`config.mk`:
```
export PLATFORM = sky130hd
export DESIGN_NAME = regdst_pipe_flat
export DESIGN_NICKNAME = d
export VERILOG_FILES = /design/src/rtl/regdst_pipe_if.sv /design/src/rtl/regdst_pipe.sv /design/src/flat_wrapper.sv
export SDC_FILE = /design/constraint.sdc
export NUM_CORES = 1
export LEC_CHECK = 0
export BUFFER_PORTS_ARGS = -buffer_cell sky130_fd_sc_hd__buf_2
export CAP_MARGIN = 10
export CORE_MARGIN = 10
export CORE_UTILIZATION = 45
export DETAILED_ROUTE_END_ITERATION = 7
export GPL_ROUTABILITY_DRIVEN = 1
export HOLD_SLACK_MARGIN = 0.08
export PLACE_DENSITY_LB_ADDON = 0.1
export SLEW_MARGIN = 10
export SYNTH_ARGS = -nofsm -noshare
export SYNTH_HDL_FRONTEND = slang
export SYNTH_SLANG_ARGS = --single-unit
```
`constraint.sdc`:
```
create_clock -name clk -period 1.2 [get_ports clk]
set_input_delay 0.06 -clock clk [delete_from_list [all_inputs] [get_ports clk]]
set_output_delay 0.06 -clock clk [all_outputs]
set_load 0.02 [all_outputs]
```
`src/rtl/regdst_pipe_if.sv`:
```
// regdst_pipe_if: bundles the selector inputs, queries and per-stage outputs of regdst_pipe
//   master: drives sel, in_bus, in_valid, stall, flush, query_a, query_b; observes the rest
//   slave : the pipeline itself; drives stage_dest, stage_valid, out_dest, out_valid, hit_a, hit_b
interface regdst_pipe_if #(
  parameter int W     = 5,
  parameter int N     = 3,
  parameter int DEPTH = 3
);
  localparam int SW = $clog2(N);
  logic [SW-1:0]      sel;
  logic [N*W-1:0]     in_bus;
  logic               in_valid;
  logic               stall;
  logic               flush;
  logic [W-1:0]       query_a;
  logic [W-1:0]       query_b;
  logic [DEPTH*W-1:0] stage_dest;
  logic [DEPTH-1:0]   stage_valid;
  logic [W-1:0]       out_dest;
  logic               out_valid;
  logic [DEPTH-1:0]   hit_a;
  logic [DEPTH-1:0]   hit_b;
  modport master (
    output sel, in_bus, in_valid, stall, flush, query_a, query_b,
    input  stage_dest, stage_valid, out_dest, out_valid, hit_a, hit_b
  );
  modport slave (
    input  sel, in_bus, in_valid, stall, flush, query_a, query_b,
    output stage_dest, stage_valid, out_dest, out_valid, hit_a, hit_b
  );
endinterface

```
`src/rtl/regdst_pipe.sv`:
```
// regdst_pipe: selects one of N destination fields and tracks it with a write-valid through DEPTH stages
//   clk          rising-edge clock
//   rst_n        asynchronous active-low reset; clears every stage
//   bus.sel      binary channel select; sel >= N launches dest 0 with valid 0
//   bus.in_bus   N candidate fields, channel i at [i*W +: W]
//   bus.in_valid launched instruction writes a register
//   bus.stall    hold all stages (input ignored)
//   bus.flush    clear every stage valid at the next edge, overrides stall
//   bus.query_a/b source addresses compared against every stage
//   bus.stage_dest/stage_valid  all stages, stage s at slot s-1
//   bus.out_dest/out_valid      last stage
//   bus.hit_a/hit_b             per-stage valid address match
// Optional ZERO_SUPPRESS_EN: register 0 is never tracked and never reported as a hit.
module regdst_pipe #(
  parameter int W     = 5,
  parameter int N     = 3,
  parameter int DEPTH = 3
) (
  input logic         clk,
  input logic         rst_n,
  regdst_pipe_if.slave bus
);
  localparam int SW = $clog2(N);
  // channel table padded to a power of two so any sel value indexes in range; padding reads 0
  logic [W-1:0] ch [2**SW];
  for (genvar i = 0; i < 2**SW; i++) begin : g_ch
    if (i < N) begin : g_in
      assign ch[i] = bus.in_bus[i*W +: W];
    end else begin : g_pad
      assign ch[i] = '0;
    end
  end
  logic                    sel_ok;
  logic [W-1:0]            sel_dest;
  logic                    launch_v;
  logic                    adv;
  logic [DEPTH-1:0][W-1:0] dest_q, dest_d;
  logic [DEPTH-1:0]        valid_q, valid_d;
  logic [DEPTH-1:0]        hit_a_w, hit_b_w;
  logic                    qa_ok, qb_ok;
  assign sel_ok   = {1'b0, bus.sel} < (SW+1)'(N);
  assign sel_dest = ch[bus.sel];
`ifdef ZERO_SUPPRESS_EN
  assign launch_v = bus.in_valid & sel_ok & (|sel_dest);
  assign qa_ok    = |bus.query_a;
  assign qb_ok    = |bus.query_b;
`else
  assign launch_v = bus.in_valid & sel_ok;
  assign qa_ok    = 1'b1;
  assign qb_ok    = 1'b1;
`endif
  // flush must still clock the stages even while stalled
  assign adv = bus.flush | ~bus.stall;
  always_comb begin
    dest_d  = dest_q;
    valid_d = valid_q;
    if (adv) begin
      dest_d[0]  = sel_dest;
      valid_d[0] = launch_v;
      for (int s = 1; s < DEPTH; s++) begin
        dest_d[s]  = dest_q[s-1];
        valid_d[s] = valid_q[s-1];
      end
    end
    if (bus.flush) valid_d = '0;
  end
  always_ff @(posedge clk or negedge rst_n) begin
    if (!rst_n) begin
      dest_q  <= '0;
      valid_q <= '0;
    end else begin
      dest_q  <= dest_d;
      valid_q <= valid_d;
    end
  end
  always_comb begin
    hit_a_w = '0;
    hit_b_w = '0;
    for (int s = 0; s < DEPTH; s++) begin
      hit_a_w[s] = valid_q[s] & qa_ok & (dest_q[s] == bus.query_a);
      hit_b_w[s] = valid_q[s] & qb_ok & (dest_q[s] == bus.query_b);
    end
  end
  assign bus.stage_dest  = dest_q;
  assign bus.stage_valid = valid_q;
  assign bus.out_dest    = dest_q[DEPTH-1];
  assign bus.out_valid   = valid_q[DEPTH-1];
  assign bus.hit_a       = hit_a_w;
  assign bus.hit_b       = hit_b_w;
endmodule
```
`src/flat_wrapper.sv`:
```
// flat-port wrapper written by rule: the top's interface ports become plain ports
module regdst_pipe_flat 
#(
  parameter int W     = 5,
  parameter int N     = 3,
  parameter int DEPTH = 3
)
  (clk, rst_n, bus_sel, bus_in_bus, bus_in_valid, bus_stall, bus_flush, bus_query_a, bus_query_b, bus_stage_dest, bus_stage_valid, bus_out_dest, bus_out_valid, bus_hit_a, bus_hit_b);
  regdst_pipe_if #(.W(W), .N(N), .DEPTH(DEPTH)) bus_i ();
  input logic clk;
  input logic rst_n;
  input wire logic [$bits(bus_i.sel)-1:0] bus_sel;
  input wire logic [$bits(bus_i.in_bus)-1:0] bus_in_bus;
  input wire logic [$bits(bus_i.in_valid)-1:0] bus_in_valid;
  input wire logic [$bits(bus_i.stall)-1:0] bus_stall;
  input wire logic [$bits(bus_i.flush)-1:0] bus_flush;
  input wire logic [$bits(bus_i.query_a)-1:0] bus_query_a;
  input wire logic [$bits(bus_i.query_b)-1:0] bus_query_b;
  output wire logic [$bits(bus_i.stage_dest)-1:0] bus_stage_dest;
  output wire logic [$bits(bus_i.stage_valid)-1:0] bus_stage_valid;
  output wire logic [$bits(bus_i.out_dest)-1:0] bus_out_dest;
  output wire logic [$bits(bus_i.out_valid)-1:0] bus_out_valid;
  output wire logic [$bits(bus_i.hit_a)-1:0] bus_hit_a;
  output wire logic [$bits(bus_i.hit_b)-1:0] bus_hit_b;
  assign bus_i.sel = bus_sel;
  assign bus_i.in_bus = bus_in_bus;
  assign bus_i.in_valid = bus_in_valid;
  assign bus_i.stall = bus_stall;
  assign bus_i.flush = bus_flush;
  assign bus_i.query_a = bus_query_a;
  assign bus_i.query_b = bus_query_b;
  assign bus_stage_dest = bus_i.stage_dest;
  assign bus_stage_valid = bus_i.stage_valid;
  assign bus_out_dest = bus_i.out_dest;
  assign bus_out_valid = bus_i.out_valid;
  assign bus_hit_a = bus_i.hit_a;
  assign bus_hit_b = bus_i.hit_b;
  regdst_pipe #(.W(W), .N(N), .DEPTH(DEPTH)) u_core (.clk(clk), .rst_n(rst_n), .bus(bus_i));
endmodule
```
# Word-level counts from Yosys, hierarchy flattened
# Cells that the tools add are included.
dict set report totals {
  reg_bits 18
  output_inout_bits 30
}
dict set report op_classes {
  eq_ne 6
  mux 5
  reduce_logical 1
  order_cmp 2
  n_bitwise 10
}
# op count
set op_table {}
lappend op_table {{$eq 5x5->1} 6}
lappend op_table {{$bmux 5 s2} 1}
lappend op_table {{$mux 5} 2}
lappend op_table {{$and 1x1->1} 7}
lappend op_table {{$mux 3} 2}
lappend op_table {{$ge 3x3->1 const B} 1}
lappend op_table {{$not 2->3} 1}
lappend op_table {{$lt 2x2->1 const B} 1}
lappend op_table {{$reduce_bool 2->1} 1}
lappend op_table {{$not 1->1} 1}
lappend op_table {{$or 1x1->1} 1}

# Longest topological paths before layout
dict set report depth {
  ltp_word 4
  ltp_mapped 4
  mapped_depth_nobuf 3
}

# Least setup slack after synthesis
# OpenSTA, ideal clock, no wires.
dict set report synth_path {
  path_kind {flip-flop to output port}
  from {reg u_core.dest_q, in the netlist u_core.bus.stage_dest[0]}
  to {out bus_hit_a[0]}
  setup_slack_ns -0.054
  arrival_time_ns 1.194
  required_ns 1.140
  path_stages_with_launch 4
  path_buffers 0
  path_cell_list {dfrtp_1 xor2_1 nor4_1 and3_1}
}
dict set report synth_between {
  elab_chain_len 2
}
# element line
set synth_rtl {}
lappend synth_rtl {{from (decl)} regdst_pipe.sv:37} ;# logic [DEPTH-1:0][W-1:0] dest_q, dest_d;
lappend synth_rtl {{from (signal assigned)} regdst_pipe.sv:72} ;# dest_q <= dest_d;
lappend synth_rtl {{$eq 5x5->1} regdst_pipe.sv:80} ;# hit_a_w[s] = valid_q[s] & qa_ok & (dest_q[s] == bus.query_a);
lappend synth_rtl {{$and 1x1->1} regdst_pipe.sv:80}
lappend synth_rtl {{to (decl)} flat_wrapper.sv:23} ;# output wire logic [$bits(bus_i.hit_a)-1:0] bus_hit_a;
# Every way passes these cells.

# Final worst setup path
dict set report layout_path {
  from {reg u_core.dest_q, in the netlist u_core.bus.stage_dest[2]}
  to {out bus_hit_a[0]}
}
# The elaborated chain is that of the path after synthesis.

==> run_results.csv <==
group,metric,value,unit
worst_setup_path,arrival,1.54,ns
routing,drt-met1-wl,1.49,mm
logic_synthesis,synth_common_cells,"nand2_1, xor2_1, dfrtp_1, a21oi_1, buf_4",
placement,dp_hpwl,2.92,mm
cells_and_area,nFillCells,208,
logic_synthesis,netlist_instances,135,
sta,fin_crit_sh,1.33,
routing,ant_nets,0,
sta,maxSlewViolCount,0,
grt,grt_pass1_vias,1331,
die,ioPinCount,62,
logic_synthesis,netlist.area_leader.share,0.380,
logic_synthesis,synth-seq-cells,18,
routing,vias,1243,
clock_tree,cts_buffers,3,
routing,firstDrtPassIters,4,
placement,io_buffers,61,
die,die-area,5090,sq um
grt,grt_max_degree,19,
cells_and_area,seq_area,458,sq um
grt,grt_pass1_wl,6.29,mm
run_status,status,"complete, but fails checks",
clock_tree,clkTransAtPathRegs,0.11,ns
logic_synthesis,yosysSeqAreaShare,0.380,
logic_synthesis,async_reset_ff_frac,1.00,
clock_tree,cts_max_level,1,
cells_and_area,antenna_cells,0,
cells_and_area,fin_nets,248,
grt,overflow,0,
routing,first_iter_violations,37,
min_path,hp-class,"in2reg",
routing,wl_met3,381,um
logic_synthesis,yosysWarnings,0,
routing,highest_layer,"met4",
sta,finalCriticalPeriod,1.60,ns
logic_synthesis,synth_edf_count,0,
logic_synthesis,synthesis.area,1190,sq um
logic_synthesis,synth_top_area_cell,"dfrtp_1",
worst_setup_path,worst_setup_path_end_kind,"output pin",
die,fp.coreArea,2500,sq um
worst_setup_path,cp_max_fo,3,
sta,setup_slack,-0.398,ns
logic_synthesis,synth_cell_types,16,
logic_synthesis,synth_nets,167,
logic_synthesis,synth.most_common_cell,"nand2_1",
power_and_ir_drop,power_density,1060,nW/um^2
worst_setup_path,crit_type,"reg2out",
run,maxCapViolCount,0,
sta,holdWs,0.0929,ns
die,die_y,71.3,um
sta,worst_pin_slew,0.638,ns
worst_setup_path,path_cells,"xor2_1, nor4_2, and3_2, buf_6",
worst_setup_path,cpLargestDelayFamily,"simple AND/OR/NAND/NOR gates",
die,fp-row-count,18,
worst_setup_path,crit_required,1.14,ns
worst_setup_path,worst-path-buf-inv,1,
cells_and_area,drive_above_1_share,0.437,
sta,rsz0062_at_grt,"true",
logic_synthesis,ys.flop_type,"dfrtp_1",
routing,viasPerCell,5.07,
sta,slew_headroom,0.574,
cells_and_area,multi_input_area,694,sq um
clock_tree,clockBufferDepth,2,
power_and_ir_drop,p_leak,0.958,nW
die,die_w,71.3,um
grt,grt_usage,0.150,
cells_and_area,synthToLayoutAreaGrowth,50.1,%
worst_setup_path,critPathLaunchType,"register",
clock_tree,cts_sinks,18,
worst_setup_path,crit_path_max_incr_delay,0.45,ns
logic_synthesis,synth_area_leaders,"dfrtp_1, xor2_1, nand2_1",
sta,max_freq,0.626,GHz
placement,place.gp.congestion,0.732,
clock_tree,insertion_delay,0.31,ns
sta,finalSetupViolations,6,
clock_tree,root_buffer,"clkbuf_4",
worst_setup_path,crit_slowest_cell,"dfrtp_2",
power_and_ir_drop,peakVddDrop,0.000795,V
sta,hold_viol_final,0,
sta,finalClockSkew,0.000549,ns
routing,wl_per_cell,15.8,um
clock_tree,tritoncts,"done",
die,initial_core_util,0.474,
run_status,violations,"negative setup slack",
routing,wl_met2,1.92,mm
logic_synthesis,syn_area_per_cell,8.79,sq um
routing,drt-total-wl,3.88,mm
placement,dpl_worst_slack,-0.123,ns
routing,drc_errors,0,
grt,antenna_found_initial,0,
## area by class of cell
class / instances / area share
Clock buffer: 4 / 0.0204
Multi-Input combinational cell: 108 / 0.390
Sequential cell: 18 / 0.257
Tap cell: 30 / 0.0211
Timing Repair Buffer: 85 / 0.311
## report_power, final
group          internal (mW)  switching, mW  total (mW)  leakage [nW]
clock network          0.186          0.213       0.399        0.0210
registers              0.679         0.0738       0.753         0.218
logic                  0.337          0.407       0.745         0.719
## logic make-up after synthesis
kind of cell	synth area share
simple gates	0.238
xor+xnor	0.222
flops	0.380
compound gates	0.0464
buf+inv	0.0549
mux	0.0591
## placed cells by master (no fill, tap or decap)
cell / count
and2b_2: 1
and3_2: 5
buf_6: 7
mux2i_1: 7
nand2_1: 32
dfrtp_1: 12
dlygate4sd3_1: 10
xnor2_1: 6
buf_4: 14
clkbuf_8: 1
nor2_1: 7
and3_4: 1
xor2_1: 24
buf_2: 54
nor4_2: 2
nor4_1: 4
nand2b_1: 1
and2b_1: 1
a21oi_1: 11
or2_1: 5
dfrtp_2: 6
nand3b_1: 1
clkbuf_4: 3
## worst register-to-register path, stage by stage (launching register included)
cell and delay (ns):
dfrtp_2 0.44, buf_4 0.15, nor2_1 0.09, a21oi_1 0.06
## state kept, by name (all words and copies together) (netlist names)
register / count
u_core.bus.stage_valid: 3
u_core.bus.stage_dest: 10
u_core.bus.out_dest: 5
## repair_timing
item,CTS,global route
hold buffers,10,0
setup buffers,1,0
hold endpoints to repair,26,0
pin swaps,15,3
endpoints found under the setup margin,6,7
gates resized for setup,14,3
## layer usage
layer / up-vias / global-route usage
met2: 59 / 0.261
met4: 0 / 0.0731
met1: 576 / 0.157
met3: 7 / 0.0510
li1: 601 / -
met5: - / 0
## final timing paths
| kind | start | endpoint | slack, ns | cells after the start |
|---|---|---|---|---|
| setup / recovery | u_core.bus.stage_dest[2] | bus_hit_a[0] | -0.40 | 4 |
| setup reg to reg | u_core.bus.stage_dest[3] | u_core.bus.stage_dest[3] | 0.35 | 3 |
| max in group asynchronous | rst_n | u_core.bus.stage_dest[7] | 0.65 | 2 |
| hold / removal | bus_stall | u_core.bus.stage_valid[2] | 0.09 | 3 |
| hold reg to reg | u_core.bus.out_dest[1] | u_core.bus.out_dest[1] | 0.58 | 2 |
| min in group asynchronous | rst_n | u_core.bus.stage_valid[2] | 0.23 | 2 |
## metrics by stage
| step | setup TNS, ns | utilization | power [mW] | area, sq um | cells |
|---|---|---|---|---|---|
| after CTS | -2.38 | 0.709 | 1.89 | 1770 | 246 |
| after global routing | -2.57 | 0.712 | 1.99 | 1780 | 245 |
| after detailed placement | -0.551 | 0.634 | 1.47 | 1580 | 231 |
| final | -2.26 | 0.712 | 1.90 | 1780 | 245 |
| after global placement | -0.392 | 0.634 | 1.44 | 1580 | 231 |
| after floorplan | 0 | - | 1.17 | 1200 | 135 |
No activity file was read; power rests on OpenSTA's default activity.
